**src/rtl/aes_gcm_sched.sv**
```systemverilog
// Shares one aes_api GCM core between N_REQ block requesters: packet-level round-robin,
// issue pacing, credit-limited in-flight count and in-order routing of results back.
module aes_gcm_sched #(
  parameter int N_REQ        = 2,
  parameter int MAX_INFLIGHT = 8,
  parameter int MIN_GAP      = 2,
  parameter int BYPASS_W     = 289,
  localparam int IDW = (N_REQ > 1) ? $clog2(N_REQ) : 1,
  localparam int IFW = $clog2(MAX_INFLIGHT + 1)
) (
  input  logic                        clk,
  input  logic                        reset,
  input  logic [N_REQ-1:0]            req_valid,
  input  logic [N_REQ-1:0]            req_last,
  input  logic [N_REQ*128-1:0]        req_data,
  input  logic [N_REQ*BYPASS_W-1:0]   req_bypass,
  output logic [N_REQ-1:0]            req_ready,
  output logic                        aes_new,
  output logic                        aes_last,
  output logic [127:0]                aes_plain_text,
  output logic [BYPASS_W-1:0]         aes_bypass_text,
  input  logic                        aes_cp_ready,
  input  logic [127:0]                aes_cipher_text,
  output logic                        rsp_valid,
  output logic [IDW-1:0]              rsp_id,
  output logic                        rsp_last,
  output logic [127:0]                rsp_data,
  output logic [IFW-1:0]              inflight,
  output logic                        err_underflow
);

  localparam int PW = (MAX_INFLIGHT > 1) ? $clog2(MAX_INFLIGHT) : 1;
  localparam int GW = (MIN_GAP > 1) ? $clog2(MIN_GAP) : 1;
  localparam logic [0:0]     ST_IDLE   = 1'b0;
  localparam logic [0:0]     ST_LOCKED = 1'b1;
  localparam logic [IFW-1:0] CAP       = IFW'(MAX_INFLIGHT);
  localparam logic [GW-1:0]  GAP_LOAD  = GW'(MIN_GAP - 1);

  function automatic logic [IDW-1:0] id_next(input logic [IDW-1:0] id);
    return (int'(id) == N_REQ - 1) ? '0 : id + 1'b1;
  endfunction

  function automatic logic [IDW-1:0] rr_idx(input logic [IDW-1:0] base, input int k);
    return IDW'((int'(base) + k) % N_REQ);
  endfunction

  function automatic logic [PW-1:0] ptr_next(input logic [PW-1:0] p);
    return (int'(p) == MAX_INFLIGHT - 1) ? '0 : p + 1'b1;
  endfunction

  logic [0:0]     state;
  logic [IDW-1:0] owner;
  logic [IDW-1:0] rr_ptr;
  logic [GW-1:0]  gap_cnt;
  logic [IFW-1:0] cnt;
  logic [PW-1:0]  wr_ptr;
  logic [PW-1:0]  rd_ptr;
  logic           err_uf;
  logic [IDW:0]   tag_mem [MAX_INFLIGHT];

  logic [IDW-1:0] grant;
  logic           grant_vld;
  logic           can_issue;
  logic           accept;
  logic           acc_last;
  logic           pop;

  logic                iss_vld_p1;
  logic                iss_last_p1;
  logic [127:0]        iss_data_p1;
  logic [BYPASS_W-1:0] iss_bp_p1;
  logic                rsp_vld_p1;
  logic [IDW-1:0]      rsp_id_p1;
  logic                rsp_last_p1;
  logic [127:0]        rsp_data_p1;

  // Descending scan so the lowest offset from rr_ptr wins without an early exit.
  always_comb begin
    grant     = owner;
    grant_vld = 1'b0;
    if (state == ST_LOCKED) begin
      grant_vld = req_valid[owner];
    end else begin
      for (int k = N_REQ - 1; k >= 0; k--) begin
        if (req_valid[rr_idx(rr_ptr, k)]) begin
          grant     = rr_idx(rr_ptr, k);
          grant_vld = 1'b1;
        end
      end
    end
  end

  // Credit test uses the registered count, so a same-cycle return frees a slot only next cycle.
  assign can_issue = (gap_cnt == '0) && (cnt < CAP);
  assign accept    = reset && can_issue && grant_vld;
  assign acc_last  = req_last[grant];
  assign req_ready = accept ? (N_REQ'(1) << grant) : '0;
  assign pop       = aes_cp_ready && (cnt != '0);

  always_ff @(posedge clk or negedge reset) begin
    if (!reset) begin
      state   <= ST_IDLE;
      owner   <= '0;
      rr_ptr  <= '0;
      gap_cnt <= '0;
      cnt     <= '0;
      wr_ptr  <= '0;
      rd_ptr  <= '0;
      err_uf  <= 1'b0;
    end else begin
      if (accept) begin
        gap_cnt <= GAP_LOAD;
        if (acc_last) begin
          state  <= ST_IDLE;
          rr_ptr <= id_next(grant);
        end else begin
          state <= ST_LOCKED;
          owner <= grant;
        end
      end else if (gap_cnt != '0) begin
        gap_cnt <= gap_cnt - 1'b1;
      end
      if (accept) wr_ptr <= ptr_next(wr_ptr);
      if (pop)    rd_ptr <= ptr_next(rd_ptr);
      case ({accept, pop})
        2'b10:   cnt <= cnt + 1'b1;
        2'b01:   cnt <= cnt - 1'b1;
        default: cnt <= cnt;
      endcase
      if (aes_cp_ready && (cnt == '0)) err_uf <= 1'b1;
    end
  end

  always_ff @(posedge clk) begin
    if (accept) tag_mem[wr_ptr] <= {grant, acc_last};
  end

  // Stage p1: issue registers toward aes_api, and returned-result registers toward requesters.
  always_ff @(posedge clk or negedge reset) begin
    if (!reset) begin
      iss_vld_p1  <= 1'b0;
      iss_last_p1 <= 1'b0;
      iss_data_p1 <= '0;
      iss_bp_p1   <= '0;
      rsp_vld_p1  <= 1'b0;
      rsp_id_p1   <= '0;
      rsp_last_p1 <= 1'b0;
      rsp_data_p1 <= '0;
    end else begin
      iss_vld_p1  <= accept;
      iss_last_p1 <= accept && acc_last;
      if (accept) begin
        iss_data_p1 <= req_data[int'(grant)*128 +: 128];
        iss_bp_p1   <= req_bypass[int'(grant)*BYPASS_W +: BYPASS_W];
      end
      rsp_vld_p1 <= pop;
      if (pop) begin
        {rsp_id_p1, rsp_last_p1} <= tag_mem[rd_ptr];
        rsp_data_p1              <= aes_cipher_text;
      end
    end
  end

  assign aes_new         = iss_vld_p1;
  assign aes_last        = iss_last_p1;
  assign aes_plain_text  = iss_data_p1;
  assign aes_bypass_text = iss_bp_p1;
  assign rsp_valid       = rsp_vld_p1;
  assign rsp_id          = rsp_id_p1;
  assign rsp_last        = rsp_last_p1;
  assign rsp_data        = rsp_data_p1;
  assign inflight        = cnt;
  assign err_underflow   = err_uf;

endmodule
```
**config.mk**
```make
export PLATFORM = sky130hd
export DESIGN_NAME = aes_gcm_sched
export DESIGN_NICKNAME = d
export VERILOG_FILES = /design/src/rtl/aes_gcm_sched.sv
export SDC_FILE = /design/constraint.sdc
export NUM_CORES = 1
export LEC_CHECK = 0
export CAP_MARGIN = 20
export CORE_AREA = 2 2 602 604
export DETAILED_ROUTE_END_ITERATION = 7
export DIE_AREA = 0 0 604 606
export DONT_BUFFER_PORTS = 1
export PLACE_DENSITY = 0.3
export SYNTH_ARGS = -nofsm -noshare
export SYNTH_HDL_FRONTEND = slang
export SYNTH_SLANG_ARGS = --single-unit
```
**constraint.sdc**
```tcl
create_clock -name clk -period 5.6 [get_ports clk]
set_clock_uncertainty 0.15 [all_clocks]
set_input_delay 1.12 -clock clk [delete_from_list [all_inputs] [get_ports clk]]
set_output_delay 1.12 -clock clk [all_outputs]
set_load 0.01 [all_outputs]
```
==> metrics <==
TritonCTS Buffers=85; library cell with the largest summed area after synthesis=sky130_fd_sc_hd__dfrtp_1; Seq cells post-synth=580; final count of pins violating max slew=0; detail-routed via count per cell=2.63; outcome=complete, no violations; remaining antenna violation count=0; Clock Latency Late Sink=760 ps; CTS tree=yes; Achievable Freq=234 MHz; power per cell area=562 nW/um^2; cell area after synthesis=25400 sq um; average instance area after synthesis=11.5 sq um; combinational family with the most area after synthesis=multiplexers; number of nets in the layout=3137; Routed wire per std cell=32.4 um; Critical Path Fanout Max=135; FFs w/ async S/R, synth=97.2%; fraction of the mapped netlist area in compound gates=8.63%; synthesized netlist cell count=2201; area of the core region=360000 sq um; Synth Flop Type=sky130_fd_sc_hd__dfrtp_1; sink count of the clock tree=580; length of the first detailed-routing pass in iterations=5; PostCTS Resize Cnt=0; Max clock buf depth=4; Layout fillers=41500; multiplexer area fraction after synthesis=22.9%; signed area change from the synthesized netlist to the final layout=33.4%; final routed wirelength across all metal layers=229000 um; startpoint type of the worst setup path=input pin; number of buffers and inverters on the critical path=1; Clock Tree Root=sky130_fd_sc_hd__clkbuf_16; top-level port count=1526; largest net degree at the start of global routing=566; transition time at the pin with the least slew margin=1190 ps; Psw=8.23 mW; number of flops mapped to enable cells by yosys=16; slack of the worst reg-to-reg path=2020 ps; most used standard cell by instance count after synthesis=sky130_fd_sc_hd__dfrtp_1; leading cell types by count after synthesis=564 x sky130_fd_sc_hd__dfrtp_1, 428 x sky130_fd_sc_hd__mux2i_1, 427 x sky130_fd_sc_hd__nand2_1, 305 x sky130_fd_sc_hd__o21ai_1, 132 x sky130_fd_sc_hd__mux2_2; adder and majority cell fraction of the synthesized area=0.345%; summed negative setup slack over all endpoints=0 ps; number of post-CTS setup repair buffers=0; logic gate share of total power=21.7%; area share of the largest cell type after synthesis=55.5%; period utilisation layout=76.2%; critical path required time=4330 ps; worst supply voltage drop on vdd=0.000225 V; simple-gate share of the synthesized area=7.02%; setup-violating endpoint count in the final report=0; die width=604 um; yosys warns=0; remaining routing DRC violations=0; Clk pwr share=28.7%; global route total overflow=0; detailed-route via count=18600; Hold Path Class=input pin to async pin; Post-Syn Nets=3177; overall fraction of global-route tracks in use=12.0%; vias in the first global route=17300; cell-internal power=10.8 mW; xor-xnor portion of the synthesized cell area=0.172%; first-pass GRT wire length=267000 um; number of max-cap violations=0; number of antenna violations at the first check in global routing=270; worst setup path category=input pin to output pin; Min Clock Period, post-route=4260 ps; Site Rows=221; cell breakdown of the critical path=buf_16, or3b_1, a211o_4, nor2_1; Max stage delay cell, worst path=sky130_fd_sc_hd__a211o_4; Rel. slew slack=20.6%; violation count after the first detailed-route iteration=1328; worst hold slack=125 ps; fraction of power spent switching nets=43.2%; Synth area leaders=sky130_fd_sc_hd__dfrtp_1 56%, sky130_fd_sc_hd__mux2i_1 17%, sky130_fd_sc_hd__nand2_1 6.3%; Worst path top cell family by delay=simple AND/OR/NAND/NOR gates; crit path DAT=2990 ps; number of port buffers=0; y dimension of the die=606 um; non-filler instance count after layout=7074; RSZ-0062 raised after global routing=no; largest stage delay on the critical path=490 ps; kind of end point of the critical path=output pin; post-synth cell types=35; cell count after placement=6863; sequential-to-total area share from yosys stat=57.4%; routability cong.=0.989; H-tree level count=3; overall die area=366000 sq um; final hold violation count=0; starting utilization of the core area=7.05%; clock input transition at the sequential cells of the worst setup and hold paths=50 ps; share of cells above drive strength 1=13.5%; final HPWL from detailed placement=201000 um; Flop pwr share=49.5%; leak pwr=14.5 nW
-- area by class of cell --
| cell class | count | area (sq um) | area share [%] |
|---|---|---|---|
| repair buffers | 30 | 433 | 1.28 |
| inverters | 5 | 18.8 | 0.0554 |
| well taps | 4794 | 6000 | 17.7 |
| diodes | 61 | 153 | 0.450 |
| clock inverters | 25 | 305 | 0.901 |
| clock buffers | 120 | 2430 | 7.17 |
| multi-input cells | 1459 | 9960 | 29.4 |
| flip-flops and latches | 580 | 14600 | 43.1 |
-- flip-flops by register name, summed over array words and instances (netlist names), 3 cells and up --
signal           flops
aes_plain_text     128
tag_mem             16
rsp_data           128
aes_bypass_text    289
wr_ptr               3
inflight             4
rd_ptr               3
-- power by group through the flow --
stage	Clock, mW	Sequential, mW	Combinational, mW
after floorplan	0	7.62	3.29
after global placement	0	9.77	4.02
after detailed placement	0	9.74	4.14
after CTS	5.80	9.69	4.14
after global routing	5.91	9.68	4.68
final	5.48	9.44	4.14
-- placed cells by master, fill, tap and decap left out, types with 7 or more instances in the layout --
cell type	synthesis	final
sky130_fd_sc_hd__edfxtp_1	16	16
sky130_fd_sc_hd__clkbuf_8	0	17
sky130_fd_sc_hd__dfrtp_1	564	564
sky130_fd_sc_hd__mux2_2	132	132
sky130_fd_sc_hd__ha_1	7	7
sky130_fd_sc_hd__nand2_1	427	427
sky130_fd_sc_hd__buf_12	0	10
sky130_fd_sc_hd__o21ai_0	115	115
sky130_fd_sc_hd__diode_2	0	61
sky130_fd_sc_hd__clkinv_2	0	8
sky130_fd_sc_hd__buf_4	0	15
sky130_fd_sc_hd__clkbuf_1	46	18
sky130_fd_sc_hd__clkbuf_16	0	85
sky130_fd_sc_hd__o21ai_1	305	305
sky130_fd_sc_hd__mux2i_1	428	428
-- routing by layer --
| metal | routed length, um | global-route usage [%] | up-vias |
|---|---|---|---|
| li1 | - | - | 7665 |
| met1 | 70600 | 11.3 | 8950 |
| met2 | 121000 | 22.4 | 1341 |
| met3 | 29100 | 6.41 | 548 |
| met4 | 7820 | 3.11 | 122 |
| met5 | 851 | 0 | - |
-- stage by stage --
stage	setup slack (ps)	total power [mW]	util, %	area, sq um
after floorplan	1840	10.9	-	25400
after global placement	1430	13.8	8.57	30900
after detailed placement	1500	13.9	8.57	30900
after CTS	1450	19.6	9.33	33600
after global routing	1200	20.3	9.39	33800
final	1340	19.1	9.41	33900
-- final timing paths --
kind	startpoint	to	cells past startpoint
setup / recovery	reset	req_ready[0]	4
hold / removal	reset	rsp_data[51]$_DFFE_PN0P_	1
setup reg to reg	inflight[0]$_DFFE_PN0P_	inflight[2]$_DFFE_PN0P_	10
hold reg to reg	aes_bypass_text[125]$_DFFE_PN0P_	aes_bypass_text[125]$_DFFE_PN0P_	2
max in group asynchronous	reset	aes_bypass_text[94]$_DFFE_PN0P_	2
min in group clk	aes_cipher_text[36]	rsp_data[36]$_DFFE_PN0P_	1
-- logic make-up (layout without fill, tap and decap cells) --
logic type / Yosys count / after routing
fa+ha+maj: 7 / 7
other cells: 0 / 61
flops: 580 / 580
compound gates: 433 / 433
buf+inv: 162 / 180
simple gates: 452 / 452
xor+xnor: 5 / 5
mux: 562 / 562
Power figures use the tool's default switching activity.
==> edit: new RTL, same flow settings <==
Put one more register stage on the output `err_underflow`, cleared by the reset. The value now appears one clock later. The other outputs are not delayed to match.
--- a/src/rtl/aes_gcm_sched.sv
+++ b/src/rtl/aes_gcm_sched.sv
@@ -170,6 +170,12 @@
   assign rsp_last        = rsp_last_p1;
   assign rsp_data        = rsp_data_p1;
   assign inflight        = cnt;
-  assign err_underflow   = err_uf;
+  always_ff @(posedge clk or negedge reset) begin
+    if (!reset) begin
+      err_underflow <= '0;
+    end else begin
+      err_underflow <= err_uf;
+    end
+  end
 
 endmodule
Function: not settled (the Yosys comparison gave no result); the edit may change what the design does.
==> edit against the original RTL <==
Sequential cell count rose by 1. Cell count up 0.14%. Synthesized area about the same. Wire length down 0.24%. Worst setup slack got worse by 0.57 ns. Power is 1.2% higher. Combinational power decreased by 1%. Final area rose by 0.65%. Core utilization rose by 0.061 points.
==> edit: results (changes against the original RTL) <==
GRT
  – First-pass GRT wire length: 267,000 um (-0.17%)
  – Antenna violations before repair: 278 (+3.0%)
  – Largest net degree at the start of global routing: 567 (+0.18%)
  – Vias in the first global route: 17,600 (+1.5%)
  – Gr usage total: 0.119 (-0.000499)

Place
  – Placed Instances: 6,863 (unchanged)
  – HPWL after DPL: 200,000 um (-0.79%)
  – # port buffers: 0 (unchanged)
  – GPL Wtd Cong: 0.913 (-7.7%)

Routing
  – Via density: 2.67 (+1.6%)
  – Detailed Routing Iterations Pass 1: 5 (unchanged)
  – Drt wl/cell: 32.3 um (-0.38%)
  – Violation count after the first detailed-route iteration: 1,447 (+9.0%)
  – Vias: 18,900 (+1.7%)

Synth
  – Syn Inst Count: 2,202 (+0.045%)
  – Post-synthesis cell type count: 35 (unchanged)
  – Area contributors post-synth: dfrtp_1 (56%), mux2i_1 (17%), nand2_1 (6.3%), o21ai_1 (6.0%), mux2_2 (5.8%)
  – Cell with the most instances after synthesis: dfrtp_1
  – Synth warn: 0 (unchanged)
  – Syn nets: 3,178 (+0.031%)
  – Synth top cells by count: dfrtp_1 (565), mux2i_1 (428), nand2_1 (427), o21ai_1 (305), mux2_2 (132)
  – Post-synthesis async set-or-reset flop share: 0.972 (about the same)
  – Number of flops mapped to enable cells by yosys: 16 (unchanged)
  – Sequential fraction of the synthesis area: 0.575 (about the same)

Clock tree
  – Worst-Skew Late Latency: 0.79 ns (+0.03 ns)
  – Post-CTS repair timing setup buffer count: 0 (unchanged)
  – Num CTS Buffers: 89 (+4.7%)
  – Post-CTS resize count: 0 (unchanged)
  – Clock Path Buffers: 4 (unchanged)
  – CTS H-Tree Depth: 3 (unchanged)
  – Root Buffer: clkbuf_16
  – Clock slew at reported path FFs: 0.06 ns

Final layout
  – Final-layout fill cell count: 41,500 (-0.063%)
  – Fraction of layout cells with a size suffix above 1: 0.139 (+0.00343)
  – Max FFs per register: 289 (unchanged)
  – Layout Nets: 3,144 (+0.22%)

Power
  – Worst vdd ir: 0.000296 V (+32%)
  – Leakage: 14.6 nW (+0.72%)

STA
  – Worst-margin pin slew: 1.03 ns (-0.164 ns)
  – Pins over their slew limit: 0 (unchanged)

Worst setup path
  – Critical path arrival: 3.57 ns (+0.58 ns)
  – Crit-path max FO: 141 (+4.4%)

Flow run
  – MaxCap Viol Count: 0 (unchanged)

Worst hold path
  – Class of the worst hold path: input port to asynchronous set/reset pin

Run status
  – Outcome: completed
## edit: cell types whose count changed in the layout (fill, tap and decap cells not counted), moves of 2 or more
| cell | before | now |
|---|---|---|
| clkinv_16 | 2 | 0 |
| buf_16 | 4 | 6 |
| clkbuf_8 | 17 | 19 |
| clkbuf_1 | 18 | 20 |
| clkbuf_16 | 85 | 90 |
## edit: path summary, 6_finish.rpt
check,startpoint,end,slack (ns),depth (start not counted)
max,reset,req_ready[0],0.76,5
min,reset,rsp_data[54],0.1,1
max reg2reg,inflight[1],inflight[2],2.10,11
min reg2reg,err_uf,err_underflow,0.24,0
max in group asynchronous,reset,aes_bypass_text[7],2.89,3
min in group clk,err_uf,err_underflow,0.24,0
## edit: power by group
group	switching (mW)	internal (mW)	total (mW)
sequential	3.50	5.90	9.40
clock	2.37	3.42	5.79
combinational	2.35	1.74	4.09
## edit: per-layer routing
| metal | GRT usage | part of all wire |
|---|---|---|
| met1 | 0.114 | 0.31 |
| met4 | 0.0267 | 0.034 |
| met2 | 0.228 | 0.53 |
| met3 | 0.0582 | 0.11 |
| met5 | 0 | 0.0035 |
## edit: final cells by class
type                            count  share of cell area
Inverter                            5            0.000550
Multi-Input combinational cell   1459               0.292
Timing Repair Buffer               32              0.0139
Clock buffer                      129              0.0759
Tap cell                         4794               0.176
Sequential cell                   581               0.429
Antenna cell                       61             0.00448
Clock inverter                     23             0.00862
## edit: critical path: stages
cell and delay, ns:
buf_16 0.46, buf_16 0.38, or3b_1 0.45, a211o_4 0.39
nor2_1 0.28
## edit: cell families after synthesis
group                    synth area share
XOR/XNOR                          0.00172
multiplexers                        0.229
AO/OA/AOI/OAI                      0.0862
flip-flops                          0.575
adder cells (fa/ha/maj)           0.00344
AND/OR/NAND/NOR                    0.0702
buffers and inverters              0.0350
## edit: through the flow
stage	utilization	hold slack [ns]	worst slack (ns)	power [mW]	area (um^2)
2_1_floorplan	-	0.205	1.84	10.9	25400
3_3_place_gp	0.0857	0.216	1.41	13.6	30900
3_5_place_dp	0.0857	0.233	1.34	13.7	30900
4_1_cts	0.0937	-0.221	1.11	19.8	33800
5_1_grt	0.0944	0.106	0.563	20.5	34000
6_report	0.0947	0.0953	0.764	19.3	34100
